### src/rtl/reject_sched.sv
// reject_sched: sequencing controller for a 4-lane rejection sampler in the
// Kyber matrix-generation path.
//
// For every polynomial (i,j) of the k x k matrix, the controller does four things.
// It re-seeds the XOF. It pulls 128-bit XOF words one at a time and hands each one
// to the sampler. It waits for the sampler's accept mask and lanes. It then writes
// the accepted lanes, lowest lane first, into the coefficient RAM. This repeats
// until N_COEF coefficients are stored for that polynomial.
//
// Handshake semantics: a transfer on the rnd_* stream happens on a rising clock
// edge where rnd_tvalid and rnd_tready are both high. rnd_tready is high only in
// FETCH. smp_random_valid is a one-cycle strobe with no back-pressure. Only
// smp_tvalid in WAIT_SMP is accepted; the sampler may raise it at any time, and it
// is ignored in every other state.
//
// Ports:
//   clk, rst            clock (rising edge), synchronous active-high reset
//   start, k_dim        start request and rank k (legal 1..K_MAX)
//   busy, done, err     status: running / end pulse / illegal-start pulse
//   xof_init, xof_i/j   XOF re-seed strobe with the polynomial's (row, column)
//   rnd_t*              XOF word stream (valid/ready)
//   smp_random_*        word and strobe to the sampler
//   smp_acc/tdata/tvalid  sampler result: lane accept mask and candidate lanes
//   coef_we/addr/data   coefficient RAM write port
//   state               current FSM state, for observation only
module reject_sched #(
  parameter int LANES     = 4,
  parameter int CAND_BITS = 12,
  parameter int N_COEF    = 256,
  parameter int K_MAX     = 4,
  parameter int ADDR_BITS = 12
) (
  input  logic                        clk,
  input  logic                        rst,
  input  logic                        start,
  input  logic [2:0]                  k_dim,
  output logic                        busy,
  output logic                        done,
  output logic                        err,
  output logic                        xof_init,
  output logic [1:0]                  xof_i,
  output logic [1:0]                  xof_j,
  input  logic                        rnd_tvalid,
  output logic                        rnd_tready,
  input  logic [127:0]                rnd_tdata,
  output logic                        smp_random_valid,
  output logic [127:0]                smp_random_in,
  input  logic [LANES-1:0]            smp_acc,
  input  logic [LANES*CAND_BITS-1:0]  smp_tdata,
  input  logic                        smp_tvalid,
  output logic                        coef_we,
  output logic [ADDR_BITS-1:0]        coef_addr,
  output logic [CAND_BITS-1:0]        coef_data,
  output logic [2:0]                  state
);

  localparam int CNT_W  = $clog2(N_COEF) + 1;
  localparam int POLY_W = $clog2(K_MAX * K_MAX);
  localparam int LSEL_W = (LANES > 1) ? $clog2(LANES) : 1;

  typedef enum logic [2:0] {
    S_IDLE      = 3'd0,
    S_XOF_INIT  = 3'd1,
    S_FETCH     = 3'd2,
    S_ISSUE     = 3'd3,
    S_WAIT_SMP  = 3'd4,
    S_WRITE     = 3'd5,
    S_NEXT_POLY = 3'd6,
    S_DONE      = 3'd7
  } state_t;

  state_t state_q, state_nxt;

  logic [2:0]                 k_q;
  logic [2:0]                 i_q;   // one bit wider than xof_i so it can reach k
  logic [2:0]                 j_q;
  logic [POLY_W-1:0]          poly_idx;
  logic [CNT_W-1:0]           coef_cnt;
  logic [LANES-1:0]           mask;
  logic [LANES*CAND_BITS-1:0] lane_buf;
  logic [LSEL_W-1:0]          lane_sel;
  logic [CAND_BITS-1:0]       lane_val;
  logic [LANES-1:0]           mask_rest;
  logic                       k_legal;
  logic                       last_coef;
  logic                       j_wrap;
  logic [2:0]                 i_upd;

  assign state     = state_q;
  assign k_legal   = (k_dim >= 3'd1) && (k_dim <= 3'(K_MAX));
  assign last_coef = (coef_cnt == CNT_W'(N_COEF - 1));
  // Clear the lowest set bit, which is the lane written in this cycle.
  assign mask_rest = mask & (mask - LANES'(1));
  assign j_wrap    = ((j_q + 3'd1) == k_q);
  assign i_upd     = j_wrap ? (i_q + 3'd1) : i_q;

  // Lowest set mask bit wins. The loop runs downward, so the last match is the lowest bit.
  always_comb begin
    lane_sel = '0;
    for (int l = LANES - 1; l >= 0; l--) begin
      if (mask[l]) lane_sel = LSEL_W'(l);
    end
  end

  assign lane_val = lane_buf[lane_sel*CAND_BITS +: CAND_BITS];

  always_ff @(posedge clk) begin
    if (rst) state_q <= S_IDLE;
    else     state_q <= state_nxt;
  end

  always_comb begin
    state_nxt        = state_q;
    busy             = 1'b0;
    done             = 1'b0;
    xof_init         = 1'b0;
    xof_i            = '0;
    xof_j            = '0;
    rnd_tready       = 1'b0;
    smp_random_valid = 1'b0;
    coef_we          = 1'b0;
    coef_addr        = '0;
    coef_data        = '0;
    case (state_q)
      S_IDLE: begin
        if (start && k_legal) state_nxt = S_XOF_INIT;
      end
      S_XOF_INIT: begin
        busy      = 1'b1;
        xof_init  = 1'b1;
        xof_i     = i_q[1:0];
        xof_j     = j_q[1:0];
        state_nxt = S_FETCH;
      end
      S_FETCH: begin
        busy       = 1'b1;
        rnd_tready = 1'b1;
        if (rnd_tvalid) state_nxt = S_ISSUE;
      end
      S_ISSUE: begin
        busy             = 1'b1;
        smp_random_valid = 1'b1;
        state_nxt        = S_WAIT_SMP;
      end
      S_WAIT_SMP: begin
        busy = 1'b1;
        if (smp_tvalid) state_nxt = (smp_acc == '0) ? S_FETCH : S_WRITE;
      end
      S_WRITE: begin
        busy      = 1'b1;
        coef_we   = 1'b1;
        coef_data = lane_val;
        coef_addr = ADDR_BITS'(poly_idx) * ADDR_BITS'(N_COEF) + ADDR_BITS'(coef_cnt);
        if (last_coef)              state_nxt = S_NEXT_POLY;
        else if (mask_rest == '0)   state_nxt = S_FETCH;
      end
      S_NEXT_POLY: begin
        busy      = 1'b1;
        state_nxt = (i_upd == k_q) ? S_DONE : S_XOF_INIT;
      end
      S_DONE: begin
        done      = 1'b1;
        state_nxt = S_IDLE;
      end
      default: state_nxt = S_IDLE;
    endcase
  end

  always_ff @(posedge clk) begin
    if (rst) begin
      k_q           <= '0;
      i_q           <= '0;
      j_q           <= '0;
      poly_idx      <= '0;
      coef_cnt      <= '0;
      mask          <= '0;
      lane_buf      <= '0;
      smp_random_in <= '0;
      err           <= 1'b0;
    end else begin
      err <= 1'b0;
      case (state_q)
        S_IDLE: begin
          if (start) begin
            if (k_legal) begin
              k_q      <= k_dim;
              i_q      <= '0;
              j_q      <= '0;
              poly_idx <= '0;
            end else begin
              err <= 1'b1;
            end
          end
        end
        S_XOF_INIT: coef_cnt <= '0;
        S_FETCH: begin
          if (rnd_tvalid) smp_random_in <= rnd_tdata;
        end
        S_WAIT_SMP: begin
          if (smp_tvalid) begin
            mask     <= smp_acc;
            lane_buf <= smp_tdata;
          end
        end
        S_WRITE: begin
          coef_cnt <= coef_cnt + CNT_W'(1);
          // A full polynomial drops whatever lanes are still pending.
          mask     <= last_coef ? '0 : mask_rest;
        end
        S_NEXT_POLY: begin
          poly_idx <= poly_idx + POLY_W'(1);
          j_q      <= j_wrap ? 3'd0 : (j_q + 3'd1);
          i_q      <= i_upd;
        end
        default: ;
      endcase
    end
  end

endmodule
### config.mk
export PLATFORM = sky130hd
export DESIGN_NAME = reject_sched
export DESIGN_NICKNAME = d
export VERILOG_FILES = /design/src/rtl/reject_sched.sv
export SDC_FILE = /design/constraint.sdc
export NUM_CORES = 1
export LEC_CHECK = 0
export CAP_MARGIN = 40
export CORE_MARGIN = 1.5
export CORE_UTILIZATION = 43
export DETAILED_ROUTE_END_ITERATION = 6
export GPL_TIMING_DRIVEN = 0
export PLACE_DENSITY = 0.84
export SLEW_MARGIN = 5
export SYNTH_ARGS = -nofsm -noshare
export SYNTH_HDL_FRONTEND = slang
export SYNTH_SLANG_ARGS = --single-unit
### constraint.sdc
create_clock -name clk -period 3 [get_ports clk]
set_clock_uncertainty 0.2 [all_clocks]
set_input_delay 0.45 -clock clk [delete_from_list [all_inputs] [get_ports clk]]
set_output_delay 0.45 -clock clk [all_outputs]
set_load 0.01 [all_outputs]
## Word level (Yosys, flattened, before mapping)

Cells that the tools add are included.
W data, S select, Z words.

| word-level totals | value |
|---|---|
| flip-flop bits (word level) | 206 |
| input port bits | 188 |
| output and inout bits | 166 |
| word-level logic and storage cells | 91 |

| cells by class | value |
|---|---|
| add/sub/neg operators | 6 |
| multiply operators | 1 |
| $lt $le $gt $ge | 2 |
| equal/unequal tests | 16 |
| shift operators | 1 |
| muxes and demuxes | 36 |
| bitwise operators | 3 |
| reductions and logical operators | 16 |

Operators with widths:

| kind | count |
|---|---|
| $shiftx A48 B7 Y12 | 1 |
| $mux W3 | 11 |
| $mux W12 | 2 |
| $pmux W3 S8 | 1 |
| $pmux W9 S2 | 1 |
| $mux W4 | 4 |
| $pmux W4 S2 | 2 |
| $add A12 B9 Y12 | 1 |
| $eq A3 B3 Y1 const B | 4 |
| $mux W2 | 6 |
| $pmux W3 S2 | 2 |
| $ne A2 B2 Y1 const B | 5 |
| $add A9 B1 Y9 const B | 1 |
| $eq A9 B8 Y1 const B | 1 |
| $logic_not A4 Y1 | 2 |
| $mux W1 | 7 |
| $add A3 B1 Y3 const B | 2 |
| $eq A3 B2 Y1 const B | 2 |
| $eq A3 B3 Y1 | 2 |
| $reduce_and A2 Y1 | 3 |
| $reduce_and A3 Y1 | 2 |
| $reduce_bool A2 Y1 | 3 |
| $reduce_or A6 Y1 | 1 |
| $add A4 B1 Y4 const B | 1 |
| 12 further kinds | 14 |

## Depth between registers and ports, before layout

Gate-level depths: netlist of run 1.

| logic depth | value |
|---|---|
| word-level depth | 7 |
| mapped depth | 10 |
| mapped depth without buffers | 10 |

## Least setup slack after synthesis of run 1

Ideal clock, no wire load.

| timing | value |
|---|---|
| path kind | flip-flop to output port |
| from | register mask[3] |
| to | output coef_data[10] |
| data arrival time | 1.675 ns |
| required time | 2.350 ns |
| path slack | 0.675 ns |
| stages on the path, launching flop included | 5 |
| buffers on the path | 1 |
| path through | dfxtp_1 o21ai_0 buf_4 mux4_2 and2_1 |

| between the ends | value |
|---|---|
| longest elaborated chain between the ends | 7 |

Ends and longest elaborated chain:

| item | RTL line | source |
|---|---|---|
| start: declaration | 79 | `logic [LANES-1:0] mask;` |
| start signal: assignment | 201 | `mask <= smp_acc;` |
| start signal: assignment | 208 | `mask <= last_coef ? '0 : mask_rest;` |
| $mux W2 (4 in a row) | 101 | `if (mask[l]) lane_sel = LSEL_W'(l);` |
| $mul A2 B2 Y4 | 105 | `assign lane_val = lane_buf[lane_sel*CAND_BITS +: CAND_BITS];` |
| $shiftx A48 B7 Y12 | 105 |  |
| $mux W12 | 124 | `case (state_q)` |
| end: declaration | 53 | `output logic [CAND_BITS-1:0] coef_data,` |

Every way passes these cells.

## Worst setup path in the final report of run 1

| timing | value |
|---|---|
| from | register mask[3] |
| to | output coef_data[0] |

The elaborated chain is that of the path after synthesis.

==> metrics.yaml, run 1 <==
status: "complete, no violations"
place_area_um2: 12100
post_drt_wl_per_cell_um: 17.3
internal-power_mw: 4.76
hold_buffers: 0
layout_setup_ws_ps: 47.0
avgViaCountPerCell: 5.21
area_delta_synth_final_pct: 56.8
start_util_pct: 44.0
setup_violations: 0
fillers: 1491
hpwl_um: 21000
p_seq_share_pct: 45.6
pwr-share-comb_pct: 13.2
cts_tree: "built"
period_needed_ps: 2950
power_switching_mw: 1.49
worstMarginPinSlew_ps: 650
p_sw_share_pct: 23.9
grt_max_degree: 13
drcViolationCount: 0
final-seq-area_um2: 4140
drive_above_1_share_pct: 7.63
rsz0062_at_grt: "false"
clock_path_buffers: 3
maxCapViolations: 0
io_pins: 354
grt_antenna_before_repair: 1
worst-path-max-fanout: 4
grt-ovfl-total: 0
dr.pass1.iters: 5
nets: 1611
syn-num-nets: 1221
gp_congestion: 0.873
async_reset_ff_share_pct: 0
holdWs_ps: 252
cts-buffers-inserted: 23
multi_input_area_um2: 3820
std_cell_rows: 50
cts.clk_slew.worst_paths_ps: 60
timing.final.crit_share_pct: 98.4
die_x_um: 142
synth_edf_count: 0
syn_avg_cell_area_um2: 8.04
endpoint_kind: "primary output"
power.density_nw_per_um2: 483
wirelength_um: 28700
die_area_um2: 20000
max_slew_margin_pct: 56.7
num_vias: 8658
critPathRequiredTime_ps: 2350
start_kind: "register"
synthFlopType: "dfxtp_1"
p_total_mw: 6.25
portBuffers: 352
fin_area_um2: 12900
cts_sinks: 206
core_area_um2: 18800
synth_seq_area_share_pct: 50.0
grt_pass1_vias: 8317
ant_nets: 0
hold_class: "register to register"
clkPwrFrac_pct: 41.1
drv_slew: 0
insertion_delay_ps: 500
die_h_um: 142
root_buffer: "clkbuf_16"
mostFrequentLayoutCells: "nand2_1, clkdlybuf4s50_1, dfxtp_1, a21oi_1, clkbuf_1"
synth_seq_cells: 206
p_leak_nw: 4.61
netlist_instances: 1026
grt_pass1_wl_um: 43600
fmax_ghz: 0.339
htree_levels: 1
final_common_cell: "nand2_1"
syn_area_um2: 8250
grt.total_usage_pct: 27.5
synth_warnings: 0
final_util_pct: 68.9
drtIter0Drc: 483
arrival_ps: 2300
netlist-cell-type-count: 55
place_ws_ps: -46.6
vdd_ir_drop_max_v: 0.000413
critPathKind: "register to primary output"
hold_violations: 0
-- sequential cells by signal, summed over array words and instances (netlist names) --
signal / cells
mask: 4
i_q: 3
coef_cnt: 9
lane_buf: 48
err: 1
state: 3
k_q: 3
smp_random_in: 128
j_q: 3
poly_idx: 4
-- cells in the mapped netlist, types with 3 or more instances --
| cell type | count | share of area [%] |
|---|---|---|
| nand2_1 | 364 | 17 |
| o21ai_0 | 9 | 0.55 |
| buf_2 | 16 | 0.97 |
| nor3_1 | 15 | 0.91 |
| nor2_1 | 29 | 1.3 |
| xnor2_1 | 6 | 0.64 |
| buf_4 | 3 | 0.27 |
| xor2_1 | 5 | 0.53 |
| nor4_1 | 3 | 0.23 |
| a22oi_1 | 3 | 0.27 |
| a21oi_1 | 197 | 12 |
| mux4_2 | 12 | 3.3 |
| and3_1 | 17 | 1.3 |
| ha_1 | 7 | 1.1 |
| mux2i_1 | 4 | 0.49 |
| inv_1 | 4 | 0.18 |
| clkbuf_1 | 54 | 2.5 |
| nand3b_1 | 3 | 0.27 |
| nand3_1 | 6 | 0.36 |
| and2_1 | 19 | 1.4 |
| o21ai_1 | 3 | 0.18 |
| dfxtp_1 | 206 | 50 |
-- what timing repair did --
| item | in CTS | in global routing |
|---|---|---|
| buffers inserted | 8 | 4 |
| setup endpoints to repair | 18 | 13 |
| pin swaps | 2 | 1 |
| gates resized for setup | 42 | 17 |
| gates cloned | 1 | 0 |
-- final timing paths --
kind / from / endpoint / slack [ps] / cells past startpoint
worst max-delay path: mask[3] / coef_data[0] / 50 / 6
worst min-delay path: smp_random_in[115] / smp_random_in[115] / 250 / 2
worst max register to register: coef_cnt[1] / state[2] / 370 / 10
worst min register to register: smp_random_in[115] / smp_random_in[115] / 250 / 2
-- logic make-up (layout without fill, tap and decap cells) --
group / Yosys count / after routing / share of synthesized area (%)
and+or+nand+nor: 474 / 474 / 24.5
AOI/OAI and AO/OA: 227 / 227 / 14.5
DFF: 206 / 206 / 50.0
buffers and inverters: 81 / 483 / 4.24
muxes: 17 / 17 / 3.90
xor gates and xnor gates: 13 / 13 / 1.73
adders and majority gates: 8 / 8 / 1.18
other: 0 / 1 / 0
-- worst max-delay path, cell delays in order (launching register included) --
cell and delay (ps):
dfxtp_4 360, o21ai_4 230, buf_4 150, buf_4 110
mux4_2 490, and2_1 160, dlygate4sd2_1 310
-- area by class of cell --
| cell class | instances | share of cell area, % |
|---|---|---|
| antenna | 1 | 0.0193 |
| buffer | 76 | 2.89 |
| clock buffer | 34 | 5.08 |
| clock inverter | 3 | 0.116 |
| inverter | 5 | 0.145 |
| multi-input combinational | 739 | 29.5 |
| sequential | 206 | 32.0 |
| tap | 234 | 2.26 |
| timing repair buffer | 365 | 28.0 |
-- power by group through the flow --
stage / registers, mW / logic (mW) / clock network [mW]
finish: 2.85 / 0.826 / 2.57
global route: 2.86 / 0.889 / 2.73
CTS: 2.85 / 0.821 / 2.61
detailed placement: 2.91 / 0.798 / 0
global placement: 2.91 / 0.789 / 0
floorplan: 2.94 / 0.279 / 0
-- per-stage QoR --
stage / setup TNS [ps] / instances
final: 0 / 1663
after CTS: 0 / 1658
after global placement: -43.6 / 1612
after global routing: 0 / 1663
after detailed placement: -67.3 / 1612
after floorplan: 0 / 1026
-- layer usage --
metal / vias up / GRT usage, % / share of wire (%)
met3: 83 / 6.07 / 7.6
met4: 0 / 11.3 / 4.5
li1: 4181 / - / -
met1: 4030 / 32.4 / 39
met5: - / 0 / 0
met2: 364 / 48.4 / 49
No activity file was read; power rests on OpenSTA's default activity.
==> inputs of run 2 (changes only) <==
CTS_CLUSTER_DIAMETER = 120   (was default)
==> results of run 2 <==
The final DEF is identical to that of run 1; final timing and power are the same.
==> inputs of run 3 (changes only) <==
==> constraint.sdc (replaced) <==
create_clock -name clk -period 3 [get_ports clk]
set_clock_uncertainty 0.2 [all_clocks]
set_input_delay 0.6 -clock clk [delete_from_list [all_inputs] [get_ports clk]]
set_output_delay 0.6 -clock clk [all_outputs]
set_load 0.01 [all_outputs]
==> metrics.yaml, run 3 (synthesis gave the netlist of run 1 again) <==
arrival_ps: 2200  # -100 ps
drive_above_1_share_pct: 9.21  # +1.6 points
cts_sinks: 206  # unchanged
max_slew_margin_pct: 57.2  # +0.55 points
gp_congestion: 0.873  # unchanged
insertion_delay_ps: 500  # about the same
grt_pass1_wl_um: 43700  # +0.40%
cts_tree: "built"
fmax_ghz: 0.333  # -1.7%
rrSetupSlack_ps: 360  # about the same
hold_class: "register to register"
grt_antenna_before_repair: 1  # unchanged
crit-reg2reg-launch: "coef_cnt[0]"
maxCapViolations: 0  # unchanged
p_leak_nw: 4.69  # +1.7%
cts.clk_slew.worst_paths_ps: 60  # about the same
ant_nets: 0  # unchanged
drv_slew: 0  # unchanged
grt_max_degree: 13  # unchanged
period_needed_ps: 3000  # +50.1 ps
std_cell_rows: 50  # unchanged
io_pins: 354  # unchanged
post_drt_wl_per_cell_um: 17.3  # about the same
clock_path_buffers: 3  # unchanged
drtIter0Drc: 483  # unchanged
grt.total_usage_pct: 27.6  # +0.13 points
power.density_nw_per_um2: 481  # -0.47%
cts-buffers-inserted: 23  # unchanged
grt_pass1_vias: 8315  # -0.024%
die_h_um: 142  # unchanged
violations: "setup timing"
portBuffers: 352  # unchanged
fin_area_um2: 13000  # +0.68%
timing.final.crit_share_pct: 100  # +1.7 points
rr_worst_depth: 10  # unchanged
layout.cells.non_filler: 1669  # +0.36%
status: "finished, violations left"
r2r_end: "state[2]"
die_x_um: 142  # unchanged
final_common_cell: "nand2_1"
worst-path-max-fanout: 4  # unchanged
layout_setup_ws_ps: -3.14  # -50.1 ps
regMostFlops: "smp_random_in"
holdWs_ps: 252  # +0.269 ps
vdd_ir_drop_max_v: 0.000413  # about the same
start_kind: "register"
drcViolationCount: 0  # unchanged
start_util_pct: 44.0  # unchanged
critPathKind: "register to primary output"
core_area_um2: 18800  # unchanged
nets: 1617  # +0.37%
worstMarginPinSlew_ps: 642  # -8.26 ps
avgViaCountPerCell: 5.21  # +0.16%
critPathRequiredTime_ps: 2200  # -150 ps
dp_cells: 1612  # unchanged
final_util_pct: 69.4  # +0.47 points
place_area_um2: 12100  # unchanged
reg.largest.list: "smp_random_in x128, lane_buf x48, coef_cnt x9"
area_delta_synth_final_pct: 57.8
place_ws_ps: -197  # -150 ps
hold_violations: 0  # unchanged
wirelength_um: 28800  # +0.37%
grt-ovfl-total: 0  # unchanged
num_vias: 8703  # +0.52%
root_buffer: "clkbuf_16"
mostFrequentLayoutCells: "nand2_1, clkdlybuf4s50_1, dfxtp_1, a21oi_1, clkbuf_1"
htree_levels: 1  # unchanged
endpoint_kind: "primary output"
startpoint: "mask[3]"
dr.pass1.iters: 5  # unchanged
die_area_um2: 20000  # unchanged
rsz0062_at_grt: "true"
cp-endpoint: "coef_data[0]"
largest_register_ffs: 128  # unchanged
hpwl_um: 21000  # unchanged
setup_violations: 1  # +1
## run 3: cell count changes in the layout (fill, tap and decap cells not counted), sizes merged
cell and delta:
clkbuf +4, clkdlybuf4s15 -4, dlygate4sd2 -2, buf +12, clkdlybuf4s50 -4
## run 3: metrics by stage
stage	power (mW)	TNS [ps]
6_report	6.27	-3.14
5_1_grt	6.49	-184
4_1_cts	6.30	-290
3_5_place_dp	3.71	-1690
3_3_place_gp	3.70	-1370
2_1_floorplan	3.22	0
## run 3: final cells by class
cell class | count | area [um2]
clock buffers | 34 | 657
diodes | 1 | 2.50
fillers | 1482 | 5740
well taps | 234 | 293
plain buffers | 76 | 384
repair buffers | 371 | 3670
multi-input cells | 739 | 3840
inverters | 5 | 18.8
flip-flops and latches | 206 | 4140
clock inverters | 3 | 15.0
## run 3: repair_timing
item,CTS,global route
hold buffers,0,0
pin swaps,5,6
resized for setup,85,24
cloned,1,0
endpoints found under the setup margin,33,23
setup buffers,12,8
## run 3: routing by layer
metal	global-route usage, %	wire [um]	vias to the layer above
li1	-	-	4187
met4	11.2	1220	0
met5	0	0	-
met2	48.6	14300	370
met1	32.7	11100	4066
met3	5.91	2170	80
## run 3: report_power, final
| part | switching (mW) | internal, mW | total [mW] |
|---|---|---|---|
| logic | 0.378 | 0.459 | 0.837 |
| clock network | 1.08 | 1.50 | 2.58 |
| registers | 0.0436 | 2.81 | 2.85 |
## run 3: how the worst min path moves through the flow
stage,from,slack [ps],cells after the start,endpoint
after detailed placement,smp_random_in[125],250,2,smp_random_in[125]
after CTS,smp_random_in[115],250,2,smp_random_in[115]
after global routing,smp_random_in[13],270,2,smp_random_in[13]
after global placement,lane_buf[40],240,2,lane_buf[40]
final,smp_random_in[115],250,2,smp_random_in[115]
after floorplan,lane_buf[36],230,2,lane_buf[36]
## run 3: critical path, cell delays in order (launching register included)
cell and delay [ps]:
dfxtp_4 360, o21ai_4 230, buf_4 170, mux4_2 490
and2_1 160, dlygate4sd2_1 300
